--- src/rtl/hazard_forward_ctrl_pkg.sv ---
// Purpose: shared ISA field layout, opcode constants and forward-select encodings for the hazard block.
// Latency: n/a (definitions only).
// Backpressure: n/a (definitions only).
package hazard_forward_ctrl_pkg;

  // Instruction field positions (opcode sits at the top of the word)
  localparam int OPC_W     = 5;
  localparam int RD_LSB    = 22;
  localparam int RS_LSB    = 17;
  localparam int RT_LSB    = 12;
  localparam int ALUOP_LSB = 2;
  localparam int ALUOP_W   = 5;

  // 5-bit opcodes
  localparam logic [OPC_W-1:0] OP_R    = 5'b00000;
  localparam logic [OPC_W-1:0] OP_BNE  = 5'b00010;
  localparam logic [OPC_W-1:0] OP_JR   = 5'b00100;
  localparam logic [OPC_W-1:0] OP_ADDI = 5'b00101;
  localparam logic [OPC_W-1:0] OP_BLT  = 5'b00110;
  localparam logic [OPC_W-1:0] OP_SW   = 5'b00111;
  localparam logic [OPC_W-1:0] OP_LW   = 5'b01000;
  localparam logic [OPC_W-1:0] OP_BEQ  = 5'b01001;
  localparam logic [OPC_W-1:0] OP_LED  = 5'b01011;
  localparam logic [OPC_W-1:0] OP_CAP  = 5'b01100;

  // Shift ALU ops are 0010x: they take a shamt instead of rt
  localparam logic [ALUOP_W-1:0] ALU_SHIFT_MASK = 5'b11110;
  localparam logic [ALUOP_W-1:0] ALU_SHIFT_OPS  = 5'b00100;

  typedef enum logic [1:0] {
    FWD_REG = 2'd0,
    FWD_XM  = 2'd1,
    FWD_MW  = 2'd2
  } fwd_sel_e;

  typedef struct packed {
    logic writes_rd;
    logic reads_rs;
    logic reads_rt;
    logic reads_rd;
    logic is_lw;
    logic is_sw;
  } insn_class_t;

  // Nearest producer wins: XM is younger than MW
  function automatic fwd_sel_e pick_fwd(input logic xm_hit, input logic mw_hit);
    if (xm_hit)      return FWD_XM;
    else if (mw_hit) return FWD_MW;
    else             return FWD_REG;
  endfunction

endpackage

--- src/rtl/hazard_forward_ctrl_insn_class_dec.sv ---
// Purpose: classify one instruction by which register fields it reads or writes.
// Latency: combinational, 0 cycles.
// Backpressure: none; pure decode.
// Ports: insn (instruction word) -> writes_rd, reads_rs, reads_rt, reads_rd, is_lw, is_sw.
module insn_class_dec
  import hazard_forward_ctrl_pkg::*;
#(
  parameter int INSN_W = 32
) (
  input  logic [INSN_W-1:0] insn,
  output logic              writes_rd,
  output logic              reads_rs,
  output logic              reads_rt,
  output logic              reads_rd,
  output logic              is_lw,
  output logic              is_sw
);

  logic [OPC_W-1:0]   opcode;
  logic [ALUOP_W-1:0] alu_op;
  logic               is_r;
  logic               unused_insn_bits;

  assign opcode = insn[INSN_W-1 -: OPC_W];
  assign alu_op = insn[ALUOP_LSB +: ALUOP_W];
  // Register and immediate fields are consumed by the caller, not here
  assign unused_insn_bits = ^insn;

  assign is_r  = (opcode == OP_R);
  assign is_lw = (opcode == OP_LW);
  assign is_sw = (opcode == OP_SW);

  assign writes_rd = is_r || (opcode == OP_ADDI) || is_lw || (opcode == OP_CAP);

  assign reads_rs = is_r || (opcode == OP_ADDI) || is_sw || is_lw ||
                    (opcode == OP_BNE) || (opcode == OP_BLT) || (opcode == OP_BEQ) ||
                    (opcode == OP_LED) || (opcode == OP_CAP);

  assign reads_rt = is_r && ((alu_op & ALU_SHIFT_MASK) != ALU_SHIFT_OPS);

  // Branches, jr, sw and led carry their B operand in the rd field
  assign reads_rd = (opcode == OP_BNE) || (opcode == OP_BLT) || (opcode == OP_BEQ) ||
                    (opcode == OP_JR)  || is_sw || (opcode == OP_LED);

endmodule

--- src/rtl/hazard_forward_ctrl.sv ---
// Purpose: operand-forward selects, WM store bypass, load-use / multdiv stall and stall counter.
// Latency: selects and stall combinational (0 cycles); md_busy and stall_count update next edge.
// Backpressure: stall freezes PC/FD and bubbles DX; asserted until the hazard clears.
// Ports: clock, reset (async high); fd/dx/xm/mw_insn latch contents; md_start/md_ready multdiv
//        handshake; fwd_a_sel/fwd_b_sel (0 reg, 1 XM, 2 MW); wm_bypass; stall; md_busy; stall_count.
module hazard_forward_ctrl
  import hazard_forward_ctrl_pkg::*;
#(
  parameter int INSN_W = 32,
  parameter int REG_AW = 5,
  parameter int CNT_W  = 16
) (
  input  logic              clock,
  input  logic              reset,
  input  logic [INSN_W-1:0] fd_insn,
  input  logic [INSN_W-1:0] dx_insn,
  input  logic [INSN_W-1:0] xm_insn,
  input  logic [INSN_W-1:0] mw_insn,
  input  logic              md_start,
  input  logic              md_ready,
  output logic [1:0]        fwd_a_sel,
  output logic [1:0]        fwd_b_sel,
  output logic              wm_bypass,
  output logic              stall,
  output logic              md_busy,
  output logic [CNT_W-1:0]  stall_count
);

  localparam int FD = 0;
  localparam int DX = 1;
  localparam int XM = 2;
  localparam int MW = 3;

  logic [INSN_W-1:0] stage_insn [4];
  insn_class_t       stage_cls  [4];

  assign stage_insn = '{fd_insn, dx_insn, xm_insn, mw_insn};

  for (genvar g = 0; g < 4; g++) begin : g_dec
    logic c_wr, c_rs, c_rt, c_rd, c_lw, c_sw;
    insn_class_dec #(.INSN_W(INSN_W)) u_dec (
      .insn      (stage_insn[g]),
      .writes_rd (c_wr),
      .reads_rs  (c_rs),
      .reads_rt  (c_rt),
      .reads_rd  (c_rd),
      .is_lw     (c_lw),
      .is_sw     (c_sw)
    );
    assign stage_cls[g] = '{writes_rd: c_wr, reads_rs: c_rs, reads_rt: c_rt,
                            reads_rd: c_rd, is_lw: c_lw, is_sw: c_sw};
  end

  insn_class_t fd_cls, dx_cls, xm_cls, mw_cls;
  assign fd_cls = stage_cls[FD];
  assign dx_cls = stage_cls[DX];
  assign xm_cls = stage_cls[XM];
  assign mw_cls = stage_cls[MW];

  logic [REG_AW-1:0] fd_rd, fd_rs, fd_rt;
  logic [REG_AW-1:0] dx_rd, dx_rs, dx_rt;
  logic [REG_AW-1:0] xm_rd, mw_rd;

  assign fd_rd = fd_insn[RD_LSB +: REG_AW];
  assign fd_rs = fd_insn[RS_LSB +: REG_AW];
  assign fd_rt = fd_insn[RT_LSB +: REG_AW];
  assign dx_rd = dx_insn[RD_LSB +: REG_AW];
  assign dx_rs = dx_insn[RS_LSB +: REG_AW];
  assign dx_rt = dx_insn[RT_LSB +: REG_AW];
  assign xm_rd = xm_insn[RD_LSB +: REG_AW];
  assign mw_rd = mw_insn[RD_LSB +: REG_AW];

  // True when an instruction with the given class/fields sources register r (r0 never counts)
  function automatic logic reads_reg(input insn_class_t c, input logic [REG_AW-1:0] rs,
                                     input logic [REG_AW-1:0] rt, input logic [REG_AW-1:0] rd,
                                     input logic [REG_AW-1:0] r);
    return (r != '0) && ((c.reads_rs && (rs == r)) || (c.reads_rt && (rt == r)) ||
                         (c.reads_rd && (rd == r)));
  endfunction

  // ---------------- operand forwarding ----------------
  // A operand is always rs; B is rd for the rd-readers, rt for R-type, else none (r0)
  logic [REG_AW-1:0] dx_a_reg, dx_b_reg;
  assign dx_a_reg = dx_cls.reads_rs ? dx_rs : '0;
  assign dx_b_reg = dx_cls.reads_rd ? dx_rd : (dx_cls.reads_rt ? dx_rt : '0);

  logic xm_hit_a, mw_hit_a, xm_hit_b, mw_hit_b;
  assign xm_hit_a = (dx_a_reg != '0) && xm_cls.writes_rd && (xm_rd == dx_a_reg);
  assign mw_hit_a = (dx_a_reg != '0) && mw_cls.writes_rd && (mw_rd == dx_a_reg);
  assign xm_hit_b = (dx_b_reg != '0) && xm_cls.writes_rd && (xm_rd == dx_b_reg);
  assign mw_hit_b = (dx_b_reg != '0) && mw_cls.writes_rd && (mw_rd == dx_b_reg);

  assign fwd_a_sel = pick_fwd(xm_hit_a, mw_hit_a);
  assign fwd_b_sel = pick_fwd(xm_hit_b, mw_hit_b);

  // Store in XM takes the value being written back by MW
  assign wm_bypass = xm_cls.is_sw && mw_cls.writes_rd && (xm_rd == mw_rd) && (xm_rd != '0);

  // ---------------- stalls ----------------
  logic [REG_AW-1:0] md_rd;
  logic              load_use;
  logic              md_hazard;

  assign load_use = dx_cls.is_lw && (dx_rd != '0) &&
                    reads_reg(fd_cls, fd_rs, fd_rt, fd_rd, dx_rd);

  // RAW and WAW against the outstanding multdiv result; released in the writeback cycle
  assign md_hazard = md_busy && (md_rd != '0) && !md_ready &&
                     (reads_reg(fd_cls, fd_rs, fd_rt, fd_rd, md_rd) ||
                      (fd_cls.writes_rd && (fd_rd == md_rd)));

  assign stall = load_use || md_hazard;

  // ---------------- multdiv scoreboard and stall counter ----------------
  always_ff @(posedge clock or posedge reset) begin
    if (reset) begin
      md_busy     <= 1'b0;
      md_rd       <= '0;
      stall_count <= '0;
    end else begin
      // A fresh issue overrides a coincident completion
      if (md_start) begin
        md_busy <= 1'b1;
        md_rd   <= dx_rd;
      end else if (md_ready) begin
        md_busy <= 1'b0;
      end
      if (stall && (stall_count != {CNT_W{1'b1}})) begin
        stall_count <= stall_count + {{(CNT_W-1){1'b0}}, 1'b1};
      end
    end
  end

endmodule
--- config.mk ---
export PLATFORM = sky130hd
export DESIGN_NAME = hazard_forward_ctrl
export DESIGN_NICKNAME = d
export VERILOG_FILES = /design/src/rtl/hazard_forward_ctrl_pkg.sv /design/src/rtl/hazard_forward_ctrl_insn_class_dec.sv /design/src/rtl/hazard_forward_ctrl.sv
export SDC_FILE = /design/constraint.sdc
export NUM_CORES = 1
export LEC_CHECK = 0
export CORE_ASPECT_RATIO = 0.8
export CORE_MARGIN = 2
export CORE_UTILIZATION = 36
export DETAILED_ROUTE_END_ITERATION = 7
export GPL_TIMING_DRIVEN = 1
export PLACE_DENSITY_LB_ADDON = 0.1
export SETUP_SLACK_MARGIN = 0.02
export SLEW_MARGIN = 30
export SYNTH_ARGS = -nofsm -noshare
export SYNTH_HDL_FRONTEND = slang
export SYNTH_SLANG_ARGS = --single-unit
export TNS_END_PERCENT = 5
--- constraint.sdc ---
create_clock -name clock -period 3.7 [get_ports clock]
set_input_delay 0.74 -clock clock [delete_from_list [all_inputs] [get_ports clock]]
set_output_delay 0.74 -clock clock [all_outputs]
set_load 0.02 [all_outputs]
==> results of run 1 <==
==> synth_stat cells, types with 2 or more instances <==
master / count / area, um^2
dfrtp_1: 22 / 551
o2bb2ai_1: 4 / 35.0
mux2_2: 5 / 56.3
nand2b_1: 7 / 43.8
nor2b_1: 5 / 31.3
clkbuf_1: 7 / 26.3
nor4b_1: 2 / 17.5
nor4_1: 10 / 62.6
o21ai_1: 2 / 10.0
o21ai_0: 7 / 35.0
buf_4: 2 / 15.0
a21oi_2: 3 / 26.3
a21oi_1: 6 / 30.0
nor2_1: 15 / 56.3
a221oi_1: 2 / 17.5
inv_1: 8 / 30.0
nand4_1: 7 / 43.8
nand3_2: 2 / 20.0
nor3_1: 4 / 20.0
nor4bb_1: 2 / 20.0
or4_1: 3 / 22.5
xor2_1: 21 / 184
and4_1: 2 / 17.5
a2111oi_0: 3 / 26.3
a31oi_1: 2 / 12.5
a22o_1: 2 / 17.5
a41oi_2: 2 / 32.5
buf_2: 3 / 15.0
and3_1: 6 / 37.5
o21bai_1: 2 / 15.0
buf_6: 2 / 22.5
nand4b_1: 2 / 17.5
nand3_1: 9 / 45.0
o2111ai_2: 2 / 30.0
nand2_1: 12 / 45.0
xnor2_1: 40 / 350
mux2_1: 2 / 22.5
==> power groups by stage <==
stage | logic, W | registers, W | clock network (W)
after global placement | 0.000285 | 0.000280 | 0
after detailed placement | 0.000288 | 0.000280 | 0
final | 0.000303 | 0.000275 | 0.000173
after global routing | 0.000328 | 0.000278 | 0.000189
after floorplan | 0.000119 | 0.000286 | 0
after CTS | 0.000295 | 0.000275 | 0.000176
==> worst paths after layout <==
path / startpoint / to / cells past startpoint
min in group asynchronous: reset / md_busy / 2
max in group asynchronous: reset / md_rd[2] / 2
setup reg to reg: md_rd[2] / stall_count[15] / 9
hold reg to reg: stall_count[6] / stall_count[6] / 1
hold / removal: stall_count[6] / stall_count[6] / 1
setup / recovery: dx_insn[3] / fwd_b_sel[1] / 9
==> cell type report <==
class	count	area (um^2)	area share
Inverter	8	30.0	0.00821
Sequential cell	22	551	0.151
Multi-Input combinational cell	213	1680	0.460
Tap cell	81	101	0.0277
Clock buffer	4	55.1	0.0151
Timing Repair Buffer	135	1240	0.338
==> flip-flops by register name, summed over array words and instances (netlist names) <==
register / cells
md_rd: 5
md_busy: 1
stall_count: 16
==> worst max-delay path, delay by kind of cell <==
| family | cells | cell delay, ns |
|---|---|---|
| simple gates | 5 | 1.39 |
| buf+inv | 2 | 0.59 |
| compound gates | 1 | 0.14 |
| xor+xnor | 1 | 0.14 |
==> stage by stage <==
stage	hold WS, ns	utilization	std cells	TNS, ns
after floorplan	0.593	-	257	0
after global placement	0.481	0.586	457	-2.49
after detailed placement	0.484	0.586	457	-2.45
after CTS	0.497	0.601	461	-0.236
after global routing	0.510	0.612	463	-0.218
final	0.492	0.612	463	-0.0337
==> metal layers <==
metal	share of wire	up-vias
met4	0.013	0
met1	0.49	1106
met5	0	-
met3	0.076	10
li1	-	1195
met2	0.42	95
==> logic make-up (layout without fill, tap and decap cells) <==
logic type / count (synthesis) / in the layout
multiplexers: 7 / 7
flip-flops: 22 / 22
XOR/XNOR: 61 / 61
AO/OA/AOI/OAI: 45 / 45
buffers and inverters: 22 / 147
AND/OR/NAND/NOR: 99 / 99
adder cells (fa/ha/maj): 1 / 1
==> timing repair <==
action | 4_1_cts | 5_1_grt
buffers inserted | 0 | 2
resized for setup | 25 | 13
setup endpoints to repair | 5 | 4
gates cloned | 0 | 0
pin swaps | 0 | 7
==> qor.txt, run 1 <==
Initial core utilization - 0.376
Cell Chain, Critical Path - clkdlybuf4s50_1 > or4b_1 > and3_4 > o2bb2ai_4 > xor2_1 > nor4_1 > nand3_1 > nor4b_2 > buf_4
Number of endpoints failing setup at the final stage - 1
Remaining number of nets flagged by the antenna check after routing - 0
Design internal power - 0.000524 W
Most common cell after layout, fill and taps aside - clkdlybuf4s50_1
Clk_skew - 0.00434 ns
Port bufs - 94
First-pass GRT wire length - 10900 um
Fraction of synthesized cell area in xor and xnor cells - 0.238
Number of antenna violations at the first check in global routing - 0
Count of antenna diodes in the layout - 0
Kind of end point of the critical path - output pin
Failing checks - negative setup slack
Synthesis Warnings - 0
Chip height - 74.6 um
Number of H-tree levels - 1
Net Count, Synth - 390
Final nets - 516
Combinational family with the most area after synthesis - simple AND/OR/NAND/NOR gates
Met2 track demand over resource - 0.302
Total Die Area - 0.00689 mm^2
Fin. Hold Viols - 0
Final Wtd Congestion - 0.895
GR Util met3 - 0.0470
Final worst path period need - 3.73 ns
Critical path start-end classification - input port to output pin
FF+latch count, synth - 22
Worst-path clk slew - 0.08 ns
Worst Tran Pin Value - 0.784 ns
Core Area - 0.00597 mm^2
Detail-routed net length per standard cell - 14.9 um
Remaining global-route overflow - 0
Total cell area at the placement stage - 0.00350 mm^2
Synthesized instance count - 257
Initial detailed-routing violation count - 107
IO Pins - 155
Share of flip-flops with an asynchronous set or reset after synthesis - 1.00
Simple-gate area share of the yosys netlist - 0.269
Leakage power of the design - 1.38 nW
Overall fraction of global-route tracks in use - 0.198
Aggregate routed wire length - 6910 um
Switching component of the power - 0.000227 W
DP HPWL - 5520 um
Post-detailed-route DRC marker count - 0
Maximum root-to-sink buffer count - 2
Compound-Gate Fraction of Synth Area - 0.159
Arrival time worst endpoint - 2.99 ns
Power density over cell area - 205 mW/mm^2
Fill cells - 520
PnR Total Power - 0.000751 W
Number of enable flip-flop cells after synthesis - 0
Largest net degree at the start of global routing - 23
Row Count - 25
Post-synthesis to final-layout area growth - 62.9%
Portion of the post-synthesis area used by sequential elements - 0.245
Hold WC Path Type - register to register
Data required time of the critical path - 2.96 ns
Crit path setup slack, layout - -0.0337 ns
Commonest cells after routing, fill and taps aside - clkdlybuf4s50_1, buf_4, xnor2_1
Critical-path cell with the highest stage delay - or4b_1
Reg-to-reg setup timing slack - 1.08 ns
Most Crowded Layer GR - met2
Latest clock arrival within the worst-skew pair - 0.26 ns
Dominant register cell in the synthesized netlist - dfrtp_1
Via count - 2406
Via/cell ratio - 5.20
Average size of a mapped cell - 8.73 um^2
Outcome - finished, violations left
Net Sw Frac - 0.302
Fraction of the mapped netlist area in adder cells - 0.00557
Number of max-cap violations - 0
Largest stage delay on the critical path - 0.55 ns
Overall die width - 92.3 um
Headroom to the max-slew limit - 0.474
TritonCTS clock tree - yes
Critical path launch point type - input port
First-pass detailed-route iteration total - 4
Clock buffers created by TritonCTS - 3
Clk network pwr share - 0.230
Tcrit/Tclk final - 1.01
Hold Buf Count CTS - 0
Unrepaired setup endpoints after global routing - yes
Multiplexer area fraction after synthesis - 0.0351
Sequential group share of total power - 0.367
Root Buffer - clkbuf_8
Combined area of all synthesized cells - 0.00224 mm^2
Distinct cells, synth - 57
Worst setup slack after placement - -0.584 ns
Part of the power in combinational logic - 0.403
Crit path max fanout - 6
Via count of the first global-routing pass - 2339
Pins Over Slew Limit - 0
Maximum clock frequency - 268 MHz
TritonCTS Sinks - 22
Share of layout cells above drive strength 1 - 0.209
Worst IR drop on VDD - 0.000243 V
Met1 layer usage reported by global route - 0.290
Final standard cell area without fillers - 0.00366 mm^2
No activity file was read; power rests on OpenSTA's default activity.
==> inputs of run 2 (changes only) <==
--- a/config.mk
+++ b/config.mk
@@ -12,7 +12,7 @@
 export GPL_TIMING_DRIVEN = 1
 export PLACE_DENSITY_LB_ADDON = 0.1
 export SETUP_SLACK_MARGIN = 0.02
-export SLEW_MARGIN = 30
+export SLEW_MARGIN = 10
 export SYNTH_ARGS = -nofsm -noshare
 export SYNTH_HDL_FRONTEND = slang
 export SYNTH_SLANG_ARGS = --single-unit
==> qor.txt, run 2 (synthesized netlist as in run 1, its figures left out) <==
Outcome - finished, violations left
Failing checks - negative setup slack
TritonCTS clock tree - yes
Power density over cell area - 205 mW/mm^2
Commonest cells after routing, fill and taps aside - clkdlybuf4s50_1, buf_4, xnor2_1
Tcrit/Tclk final - 1.01
Unrepaired setup endpoints after global routing - yes
Design internal power - 0.000524 W
Data required time of the critical path - 2.96 ns
Sequential group share of total power - 0.367
Via/cell ratio - 5.19
Clock buffers created by TritonCTS - 3
Count of placed standard cells in the final layout, fillers left out - 463
GR Util met3 - 0.0470
Detail-routed net length per standard cell - 14.9 um
Net Sw Frac - 0.302
Overall die width - 92.3 um
Maximum root-to-sink buffer count - 2
Aggregate routed wire length - 6910 um
Via count of the first global-routing pass - 2339
Total Die Area - 0.00689 mm^2
Initial core utilization - 0.376
Hold WC Path Type - register to register
Largest net degree at the start of global routing - 23
Most common cell after layout, fill and taps aside - clkdlybuf4s50_1
Number of H-tree levels - 1
Top register by number of flip-flops - stall_count
Final Wtd Congestion - 0.895
Initial detailed-routing violation count - 106
Part of the power in combinational logic - 0.403
Remaining number of nets flagged by the antenna check after routing - 0
Crit path setup slack, layout - -0.0338 ns
Via count - 2403
DP HPWL - 5520 um
Arrival time worst endpoint - 2.99 ns
Crit path max fanout - 6
Core Area - 0.00597 mm^2
Met2 track demand over resource - 0.302
Post-Place Cells - 457
Worst Tran Pin Value - 0.833 ns
Remaining global-route overflow - 0
First-pass detailed-route iteration total - 4
Count of antenna diodes in the layout - 0
Maximum clock frequency - 268 MHz
Root Buffer - clkbuf_8
Clk_skew - 0.00433 ns
Headroom to the max-slew limit - 0.444
Largest registers - stall_count x16, md_rd x5, md_busy x1
Largest stage delay on the critical path - 0.55 ns
Critical path launch point type - input port
Post-synthesis to final-layout area growth - 62.9%
Leakage power of the design - 1.39 nW
Sum of negative setup slack - -0.0338 ns
Most Crowded Layer GR - met2
Critical path start-end classification - input port to output pin
Latest clock arrival within the worst-skew pair - 0.26 ns
Port bufs - 94
Met1 layer usage reported by global route - 0.290
First-pass GRT wire length - 10900 um
Clk network pwr share - 0.230
IO Pins - 155
Max reg flops - 16
Final nets - 516
Number of max-cap violations - 0
Fin. Hold Viols - 0
Kind of end point of the critical path - output pin
Pins Over Slew Limit - 0
Share of layout cells above drive strength 1 - 0.209
Row Count - 25
Cell Chain, Critical Path - clkdlybuf4s50_1 > or4b_1 > and3_4 > o2bb2ai_4 > xor2_1 > nor4_1 > nand3_1 > nor4b_2 > buf_4
Critical-path cell with the highest stage delay - or4b_1
Overall fraction of global-route tracks in use - 0.198
Worst IR drop on VDD - 0.000243 V
TritonCTS Sinks - 22
Post-detailed-route DRC marker count - 0
Number of antenna violations at the first check in global routing - 0
Worst-path clk slew - 0.08 ns
Switching component of the power - 0.000227 W
Number of endpoints failing setup at the final stage - 1
PnR Total Power - 0.000751 W
Final worst path period need - 3.73 ns
Chip height - 74.6 um
[run 2: changes by cell type in the layout (fill, tap and decap cells not counted)]
cell      change
clkinv_1      -1
inv_1         +1
[run 2: timing repair]
| item | 4_1_cts | 5_1_grt |
|---|---|---|
| hold buffers | 0 | 0 |
| setup buffers | 0 | 2 |
| pin swaps | 0 | 7 |
| gates resized for setup | 25 | 13 |
| endpoints found under the setup margin | 5 | 4 |
[run 2: stage by stage]
step                 util  worst slack [ns]  cell area [um^2]  hold WS (ns)
floorplan               -             0.135              2240         0.593
global placement    0.586            -0.620              3500         0.481
detailed placement  0.586            -0.584              3500         0.484
CTS                 0.601            -0.125              3590         0.497
global route        0.612            -0.110              3660         0.510
finish              0.612           -0.0338              3660         0.492
[run 2: cell type report]
cell class | count | area (um^2)
well taps | 81 | 101
flip-flops and latches | 22 | 551
inverters | 8 | 30.0
multi-input cells | 213 | 1680
fillers | 520 | 2320
clock buffers | 4 | 55.1
repair buffers | 135 | 1240
[run 2: worst paths after layout]
| kind | to | cells past startpoint | slack, ns | start |
|---|---|---|---|---|
| worst max-delay path | fwd_b_sel[1] | 9 | -0.03 | dx_insn[3] |
| worst min-delay path | stall_count[6] | 1 | 0.49 | stall_count[6] |
| worst max register to register | stall_count[15] | 9 | 1.08 | md_rd[2] |
| worst min register to register | stall_count[6] | 1 | 0.49 | stall_count[6] |
| max in group asynchronous | md_rd[2] | 2 | 2.24 | reset |
| min in group asynchronous | md_busy | 2 | 0.94 | reset |
[run 2: worst max-delay path: cells and delay by family]
family	cells	cell delay (ns)
buffers and inverters	2	0.59
and+or+nand+nor	5	1.39
AOI/OAI and AO/OA	1	0.14
xor gates and xnor gates	1	0.14
[run 2: power groups by stage]
stage | clock network, W | logic [W] | registers [W]
floorplan | 0 | 0.000119 | 0.000286
global placement | 0 | 0.000285 | 0.000280
detailed placement | 0 | 0.000288 | 0.000280
CTS | 0.000176 | 0.000295 | 0.000275
global route | 0.000189 | 0.000328 | 0.000278
finish | 0.000173 | 0.000303 | 0.000275
[run 2: layer usage]
metal  wire [um]  up-vias
li1            -     1195
met1        3400     1103
met2        2880       95
met3         539       10
met4          89        0
met5           0        -
==> inputs of run 3 (changes only) <==
--- a/config.mk
+++ b/config.mk
@@ -6,7 +6,7 @@
 export NUM_CORES = 1
 export LEC_CHECK = 0
 export CORE_ASPECT_RATIO = 0.8
-export CORE_MARGIN = 2
+export CORE_MARGIN = 5
 export CORE_UTILIZATION = 36
 export DETAILED_ROUTE_END_ITERATION = 7
 export GPL_TIMING_DRIVEN = 1
==> qor.txt, run 3 (synthesized netlist as in run 1, its figures left out) <==
Outcome - finished clean
Core Area - 0.00597 mm^2
Root Buffer - clkbuf_8
Fin. Hold Viols - 0
Hold WC Path Type - register to register
Final nets - 510
Worst hold path depth - 1
Number of antenna violations at the first check in global routing - 0
Clock buffers created by TritonCTS - 3
Aggregate routed wire length - 7110 um
Wire length on met2 - 3150 um
Critical path start-end classification - input port to output pin
Worst-path clk slew - 0.08 ns
Chip height - 80.6 um
Highest routing layer actually used - met4
Maximum clock frequency - 271 MHz
Remaining global-route overflow - 0
Headroom to the max-slew limit - 0.449
Clk_skew - 0.00211 ns
Port bufs - 94
Cell Chain, Critical Path - clkdlybuf4s50_1 > or4b_1 > and3_4 > o2bb2ai_4 > xor2_1 > nor4_1 > nand3_1 > nor4b_4 > buf_4
Latest clock arrival within the worst-skew pair - 0.26 ns
Initial detailed-routing violation count - 105
Crit path max fanout - 6
PnR Total Power - 0.000806 W
Pins Over Slew Limit - 0
Via count of the first global-routing pass - 2441
Worst Tran Pin Value - 0.825 ns
Register cell area after layout - 551 um^2
First-pass detailed-route iteration total - 4
Largest stage delay on the critical path - 0.52 ns
Detail-routed net length per standard cell - 15.6 um
TritonCTS Sinks - 22
Leakage power of the design - 1.38 nW
Unrepaired setup endpoints after global routing - yes
Critical-path cell with the highest stage delay - or4b_1
Total Die Area - 0.00792 mm^2
Number of H-tree levels - 1
Post-synthesis to final-layout area growth - 63.5%
Critical path launch point type - input port
Maximum root-to-sink buffer count - 2
Top register by number of flip-flops - stall_count
Fill cells - 508
TritonCTS clock tree - yes
Count of antenna diodes in the layout - 0
First-pass GRT wire length - 11900 um
Final worst path period need - 3.69 ns
Via/cell ratio - 5.26
Remaining number of nets flagged by the antenna check after routing - 0
Power density over cell area - 220 mW/mm^2
Area of the multi-input gates - 0.00172 mm^2
Largest net degree at the start of global routing - 23
Hold path startpoint - stall_count[10]
IO Pins - 155
Hold Buf Count CTS - 0
Post-detailed-route DRC marker count - 0
Via count - 2402
Overall fraction of global-route tracks in use - 0.180
Worst reg2reg path endpoint - stall_count[1]
End of the worst hold path - stall_count[10]
Detailed route wirelength on metal3 - 549 um
DP HPWL - 5790 um
Initial core utilization - 0.376
Share of layout cells above drive strength 1 - 0.199
Kind of end point of the critical path - output pin
Final Wtd Congestion - 0.888
Most common cell after layout, fill and taps aside - clkdlybuf4s50_1
Worst reg2reg path depth - 9
Number of max-cap violations - 0
Worst r2r src - md_rd[2]
Reg-to-reg setup timing slack - 1.12 ns
Overall die width - 98.3 um
Row Count - 25
Metal1 wirelength - 3390 um
Tcrit/Tclk final - 0.997
Data required time of the critical path - 2.96 ns
Commonest cells after routing, fill and taps aside - clkdlybuf4s50_1, xnor2_1, buf_4
Final core utilization - 0.614
Largest registers - stall_count x16, md_rd x5, md_busy x1
Arrival time worst endpoint - 2.95 ns
Max reg flops - 16
Number of endpoints failing setup at the final stage - 0
Worst IR drop on VDD - 0.000187 V
[run 3: worst max path at each step]
stage	startpoint	end	slack, ns	depth (start not counted)
floorplan	dx_insn[3]	fwd_b_sel[1]	0.13	7
global placement	dx_insn[30]	fwd_a_sel[1]	-0.71	10
detailed placement	dx_insn[30]	fwd_a_sel[1]	-0.66	10
CTS	dx_insn[23]	stall	0.04	8
global route	dx_insn[5]	fwd_b_sel[1]	0.008	9
finish	dx_insn[5]	fwd_b_sel[1]	0.01	9
[run 3: what timing repair did]
action | in CTS | in global routing
hold endpoints to repair | 0 | 0
pin swaps | 2 | 6
setup buffers | 1 | 0
resized for setup | 37 | 6
endpoints found under the setup margin | 5 | 5
[run 3: stage by stage]
stage	hold WS [ns]	instance area (um^2)	setup WS, ns	TNS [ns]	std cells
global route	0.519	3670	0.00813	0	457
global placement	0.479	3460	-0.709	-2.49	452
floorplan	0.593	2240	0.135	0	257
CTS	0.499	3640	0.0358	0	457
detailed placement	0.485	3460	-0.663	-2.61	452
finish	0.494	3670	0.0109	0	457
[run 3: cell type report]
| cell class | count | area share |
|---|---|---|
| Tap cell | 81 | 0.0276 |
| Sequential cell | 22 | 0.150 |
| Clock inverter | 1 | 0.00818 |
| Timing Repair Buffer | 129 | 0.326 |
| Inverter | 8 | 0.00818 |
| Multi-Input combinational cell | 213 | 0.469 |
| Clock buffer | 3 | 0.0113 |
[run 3: worst max-delay path: cells and delay by family]
kind,cells,cell delay (ns)
AO/OA/AOI/OAI,1,0.15
XOR/XNOR,1,0.15
buffers and inverters,2,0.55
AND/OR/NAND/NOR,5,1.36
[run 3: per-layer routing]
layer / vias up / GRT usage
li1: 1182 / -
met1: 1128 / 0.261
met2: 90 / 0.287
met3: 2 / 0.0391
met4: 0 / 0.0123
met5: - / 0
[run 3: report_power, final]
part           switching (W)  leakage [nW]  internal (W)
Clock              0.0000827        0.0357      0.000145
Sequential         0.0000211         0.292      0.000254
Combinational       0.000131          1.05      0.000172
Total               0.000235          1.38      0.000571
